==> src/rtl/ahb_apb_defs.sv <==
// Shared widths, AHB encodings and bridge state encoding for the AHB-to-APB bridge.
package ahb_apb_defs;

    localparam int unsigned HADDR_WIDTH    = 32;
    localparam int unsigned PADDR_WIDTH    = 16;
    localparam int unsigned AHB_DATA_WIDTH = 32;
    localparam int unsigned APB_DATA_WIDTH = 32;
    localparam int unsigned HTRANS_WIDTH   = 2;
    localparam int unsigned HSIZE_WIDTH    = 3;
    localparam int unsigned HBURST_WIDTH   = 3;

    typedef enum logic [HTRANS_WIDTH-1:0] {
        HTRANS_IDLE   = 2'b00,
        HTRANS_BUSY   = 2'b01,
        HTRANS_NONSEQ = 2'b10,
        HTRANS_SEQ    = 2'b11
    } htrans_e;

    typedef enum logic {
        HRESP_OKAY  = 1'b0,
        HRESP_ERROR = 1'b1
    } hresp_e;

    typedef enum logic [2:0] {
        ST_IDLE,
        ST_LATCH,
        ST_SETUP,
        ST_ACCESS,
        ST_ERR1,
        ST_ERR2
    } bridge_state_e;

    // Largest supported transfer: word
    localparam logic [HSIZE_WIDTH-1:0] HSIZE_MAX = 3'd2;

endpackage

==> src/rtl/apb_slv_decoder.sv <==
// Maps the latched 4-bit slave index to a one-hot APB select plus a hit flag.
module apb_slv_decoder #(
    parameter int unsigned NUM_SLV = 12
) (
    input  logic [3:0]         slv_idx,
    output logic [NUM_SLV-1:0] sel,
    output logic               hit
);

    always_comb begin
        sel = '0;
        hit = 1'b0;
        for (int unsigned i = 0; i < NUM_SLV; i++) begin
            if (slv_idx == 4'(i)) begin
                sel[i] = 1'b1;
                hit    = 1'b1;
            end
        end
    end

endmodule

==> src/rtl/ahb2apb_bridge.sv <==
// AHB slave front end that runs one APB SETUP/ACCESS sequence per accepted transfer.
module ahb2apb_bridge
    import ahb_apb_defs::*;
#(
    parameter int unsigned NUM_SLV = 12,
    parameter int unsigned SEL_LSB = 12,
    parameter int unsigned TIMEOUT = 256
) (
    input  logic                      hclk,
    input  logic                      hreset_n,
    input  logic [HADDR_WIDTH-1:0]    haddr,
    input  logic                      hsel,
    input  logic                      hready,
    input  logic [HTRANS_WIDTH-1:0]   htrans,
    input  logic                      hwrite,
    input  logic [HSIZE_WIDTH-1:0]    hsize,
    input  logic [HBURST_WIDTH-1:0]   hburst,
    input  logic [AHB_DATA_WIDTH-1:0] hwdata,
    output logic [AHB_DATA_WIDTH-1:0] hrdata,
    output logic                      hreadyout,
    output logic                      hresp,
    output logic [NUM_SLV-1:0]        psel_vec,
    output logic                      penable,
    output logic [PADDR_WIDTH-1:0]    paddr,
    output logic                      pwrite,
    output logic [APB_DATA_WIDTH-1:0] pwdata,
    input  logic [APB_DATA_WIDTH-1:0] prdata,
    input  logic                      pready,
    input  logic                      pslverr
);

    localparam int unsigned CNT_W = (TIMEOUT > 0) ? $clog2(TIMEOUT + 1) : 1;
    localparam logic [CNT_W:0] TMO_LIM = (CNT_W + 1)'(TIMEOUT);

    bridge_state_e state, state_next;

    logic [3:0]             idx_q;
    logic [PADDR_WIDTH-1:0] addr_q;
    logic                   write_q;
    logic [HSIZE_WIDTH-1:0] size_q;
    logic [CNT_W-1:0]       tmo_cnt;
    logic [NUM_SLV-1:0]     dec_sel;
    logic                   dec_hit;
    logic                   accept;
    logic                   tmo_hit;
    logic                   unused_ok;

    assign accept    = hsel & hready & htrans[1] & hreadyout;
    // Fires on the ACCESS cycle that would bring the wait count up to TIMEOUT
    assign tmo_hit   = (TIMEOUT != 0) && !pready &&
                       (({1'b0, tmo_cnt} + (CNT_W + 1)'(1)) == TMO_LIM);
    assign unused_ok = ^{hburst, haddr, htrans[0]};

    apb_slv_decoder #(
        .NUM_SLV (NUM_SLV)
    ) u_dec (
        .slv_idx (idx_q),
        .sel     (dec_sel),
        .hit     (dec_hit)
    );

    always_ff @(posedge hclk or negedge hreset_n) begin
        if (!hreset_n) state <= ST_IDLE;
        else           state <= state_next;
    end

    always_comb begin
        state_next = state;
        case (state)
            ST_IDLE:   if (accept) state_next = ST_LATCH;
            ST_LATCH:  state_next = (dec_hit && size_q <= HSIZE_MAX) ? ST_SETUP : ST_ERR1;
            ST_SETUP:  state_next = ST_ACCESS;
            ST_ACCESS: begin
                if (pready)       state_next = pslverr ? ST_ERR1 : ST_IDLE;
                else if (tmo_hit) state_next = ST_ERR1;
            end
            ST_ERR1:   state_next = ST_ERR2;
            ST_ERR2:   state_next = accept ? ST_LATCH : ST_IDLE;
            default:   state_next = ST_IDLE;
        endcase
    end

    // All bus outputs are registered from the next state so they change on clock edges only
    always_ff @(posedge hclk or negedge hreset_n) begin
        if (!hreset_n) begin
            idx_q     <= '0;
            addr_q    <= '0;
            write_q   <= 1'b0;
            size_q    <= '0;
            tmo_cnt   <= '0;
            hrdata    <= '0;
            hreadyout <= 1'b1;
            hresp     <= HRESP_OKAY;
            psel_vec  <= '0;
            penable   <= 1'b0;
            paddr     <= '0;
            pwrite    <= 1'b0;
            pwdata    <= '0;
        end else begin
            if (accept) begin
                idx_q   <= haddr[SEL_LSB +: 4];
                addr_q  <= haddr[PADDR_WIDTH-1:0];
                write_q <= hwrite;
                size_q  <= hsize;
            end
            if (state == ST_LATCH && write_q) pwdata <= hwdata;

            if (state_next == ST_SETUP) begin
                psel_vec <= dec_sel;
                paddr    <= addr_q;
                pwrite   <= write_q;
            end else if (state_next != ST_ACCESS) begin
                psel_vec <= '0;
            end

            penable   <= (state_next == ST_ACCESS);
            hreadyout <= (state_next == ST_IDLE) || (state_next == ST_ERR2);
            hresp     <= (state_next == ST_ERR1) || (state_next == ST_ERR2);

            if (state == ST_ACCESS && pready && !pslverr && !write_q) hrdata <= prdata;

            if (state != ST_ACCESS)                 tmo_cnt <= '0;
            else if (!pready && tmo_cnt != '1)      tmo_cnt <= tmo_cnt + CNT_W'(1);
        end
    end

endmodule

==> config.mk <==
export PLATFORM = sky130hd
export DESIGN_NAME = ahb2apb_bridge
export DESIGN_NICKNAME = d
export VERILOG_FILES = /design/src/rtl/ahb_apb_defs.sv /design/src/rtl/apb_slv_decoder.sv /design/src/rtl/ahb2apb_bridge.sv
export SDC_FILE = /design/constraint.sdc
export NUM_CORES = 1
export LEC_CHECK = 0
export ABC_CLOCK_PERIOD_IN_PS = 2300
export CAP_MARGIN = 10
export CORE_ASPECT_RATIO = 0.8
export CORE_MARGIN = 2
export CORE_UTILIZATION = 56
export DETAILED_ROUTE_END_ITERATION = 8
export DONT_BUFFER_PORTS = 1
export PLACE_DENSITY = 0.79
export REMOVE_ABC_BUFFERS = 1
export SKIP_LAST_GASP = 1
export SYNTH_ARGS = -nofsm -noshare
export SYNTH_HDL_FRONTEND = slang
export SYNTH_SLANG_ARGS = --single-unit
==> constraint.sdc <==
create_clock -name hclk -period 2.3 [get_ports hclk]
set_input_delay 0.345 -clock hclk [delete_from_list [all_inputs] [get_ports hclk]]
set_output_delay 0.345 -clock hclk [all_outputs]
set_load 0.01 [all_outputs]
==> flow_summary_export.csv <==
group,metric,value,unit
worst_hold_path,hp-class,"in -> async",
status,violations,"hold timing",
worst_setup_path,worst_path_max_delay_cell,"dfrtp_1",
timing,slew_viol_final,0,
synth,ys_seq_area_frac,0.614,
clocking,clockRootBuffer,"clkbuf_16",
detailed_routing,wl_met3,1.26,mm
detailed_routing,wl_per_cell,20.4,um
global_routing,grt_max_degree,129,
timing,tightestPinTransition,0.513,ns
timing,slew_headroom,0.655,
detailed_routing,viasPerCell,5.83,
global_routing,antenna_found_initial,0,
global_routing,grt_pass1_vias,3135,
finish,area_delta_synth_final,15.4,%
worst_setup_path,r2r_end,"state[0]",
floorplanning,die-area,10100,sq um
global_routing,overflow,0,
clocking,cts_buffers,17,
clocking,cts_setup_buffers,0,
finish,final_util,0.666,
placement,dpl_cell_area,5360,sq um
detailed_routing,met1Wirelength,3.98,mm
power_and_ir_drop,p_leak,2.75,nW
floorplanning,start_util,0.577,
placement,portBuffers,0,
detailed_routing,wl,10.2,mm
worst_setup_path,cp_cell_sequence,"ha_2 > nand3_2 > nor2_1 > and3_1 > ha_1 > and2_4 > o2111ai_4 > a211oi_4 > buf_6 > o31ai_1",
placement,hpwl,6.93,mm
synth,ys_ff_latch,128,
worst_setup_path,r2r-start,"tmo_cnt[0]",
finish,design_area,6020,sq um
timing,rsz0062_at_grt,"no",
detailed_routing,drtIter0Drc,164,
detailed_routing,top_layer,"met4",
timing,fin_tns_setup,0,ns
global_routing,grt_pass1_wl,16.3,mm
power_and_ir_drop,vdd_drop_max,0.791,mV
clocking,tritoncts,"done",
floorplanning,rows,31,
floorplanning,die-width,112,um
synth,synth_area_leaders,"dfrtp_1, mux2_2, mux2_4, nand2_1, o22ai_1",
synth,async_flop_share,1.00,
worst_setup_path,r2r_cells,10,
worst_setup_path,critPathTopFamily,"compound AO/OA/AOI/OAI gates",
detailed_routing,vias,2927,
timing,layout_min_cycle_time,2.19,ns
synth,avgSynthCellArea,14.4,sq um
floorplanning,dieHeight,90.3,um
detailed_routing,dr.pass1.iters,4,
finish,layout-drive-gt1-share,0.401,
synth,syn_inst,361,
detailed_routing,postRouteAntennaNets,0,
detailed_routing,drc,0,
finish,nets,489,
synth,synth_area,5220,sq um
clocking,cts_max_level,4,
global_routing,grtUsageTotal,0.209,
worst_setup_path,critPathKind,"reg -> reg",
clocking,cts_sinks,128,
finish,diodes,0,
detailed_routing,route.met2.wl,4.78,mm
synth,synth_ff_type,"dfrtp_1",
synth,synth_largest_area_cell,"dfrtp_1",
worst_setup_path,required,2.57,ns
worst_setup_path,path_max_fanout,8,
synth,ys_warn_count,0,
timing,fin_skew,0.00586,ns
floorplanning,ios,207,
worst_setup_path,slowest_delay,0.38,ns
synth,ys_types,41,
flow_run,drv_cap,0,
worst_setup_path,critPathCaptureType,"register",
status,status,"finished with violations",
synth,synth.most_common_cell,"dfrtp_1",
clocking,path_clk_slew,0.06,ns
timing,finalHoldViolations,128,
worst_setup_path,startpoint_type,"register",
power_and_ir_drop,cellPowerDensity,1400,nW/um^2
timing,timing.hold.ws,-0.360,ns
worst_setup_path,r2r_slack,0.11,ns
synth,synth_top_area_frac,0.609,
clocking,cts.path.max_buffers,2,
worst_setup_path,arrival,2.46,ns
synth,yosys-top-cells-count,"dfrtp_1, mux2_2, mux2_4",
clocking,insertion_delay,0.40,ns
timing,max_freq,457,MHz
timing,period_share,0.952,
timing,setup_violations,0,
floorplanning,coreArea,9040,sq um
placement,gp_congestion,0.837,
worst_setup_path,cp.buffers_inverters,1,
synth,synth_enable_flop_cells,0,
-- final cells by class --
type	count	area (sq um)
Clock buffer	19	453
Clock inverter	12	159
Fill cell	647	3020
Inverter	2	7.51
Multi-Input combinational cell	213	1930
Sequential cell	128	3200
Tap cell	115	144
Timing Repair Buffer	13	118
-- routing by layer --
layer / vias to the layer above / GRT usage
met5: - / 0
met4: 0 / 0.0833
met3: 16 / 0.108
met2: 164 / 0.320
met1: 1435 / 0.253
li1: 1312 / -
-- cells by family after synthesis --
| kind of cell | after synthesis | synth area share |
|---|---|---|
| multiplexers | 101 | 0.239 |
| AO/OA/AOI/OAI | 34 | 0.0429 |
| XOR/XNOR | 7 | 0.0118 |
| flip-flops | 128 | 0.614 |
| AND/OR/NAND/NOR | 68 | 0.0626 |
| buffers and inverters | 20 | 0.0216 |
| adder cells (fa/ha/maj) | 3 | 0.00720 |
-- worst register-to-register path, cell delays in order (launching register included) --
cell and delay, ns:
dfrtp_1 0.38, ha_2 0.20, nand3_2 0.07, nor2_1 0.05, and3_1 0.18, ha_1 0.29, and2_4 0.16, o2111ai_4 0.16
a211oi_4 0.30, buf_6 0.18, o31ai_1 0.09
-- flip-flops by register name (all words and copies together), names as in the netlist --
signal,cells
hrdata,32
psel_vec,12
penable,1
state,3
paddr,16
tmo_cnt,9
hreadyout,1
idx_q,4
pwdata,32
write_q,1
size_q,3
addr_q,12
hresp,1
pwrite,1
-- stage by stage --
stage,cells,power (mW),setup slack (ns)
after floorplan,343,5.28,-0.371
after global placement,470,5.63,0.0995
after detailed placement,470,5.75,0.0304
after CTS,501,8.52,0.0157
after global routing,502,8.87,0.00229
final,502,8.43,0.110
-- placed cells by master (no fill, tap or decap), types with 4 or more instances in the layout --
cell	count
dfrtp_1	127
mux2_2	70
mux2_4	30
nand2_1	26
clkbuf_16	17
nor2_1	15
o22ai_1	12
buf_4	10
o21ai_0	6
nand3_1	5
a21oi_1	5
clkinvlp_4	5
xor2_1	4
-- how the worst max path moves through the flow --
stage               startpoint         end  slack (ns)  cells after the start
floorplan             state[1]  hrdata[10]       -0.37                      4
global placement    tmo_cnt[0]    state[0]         0.1                     10
detailed placement  tmo_cnt[0]    state[0]        0.03                     10
CTS                 tmo_cnt[0]    state[0]        0.02                     10
global route        tmo_cnt[3]    state[0]       0.002                      9
finish              tmo_cnt[0]    state[0]        0.11                     10
-- power breakdown --
group          internal, mW  switching, mW
Combinational          1.01          0.508
Sequential             3.18           1.02
Clock                  1.76          0.960
-- timing repair --
action | 4_1_cts | 5_1_grt
resized for setup | 0 | 10
endpoints found under the setup margin | 0 | 16
hold endpoints to repair | 128 | 128
Power figures use the tool's default switching activity.
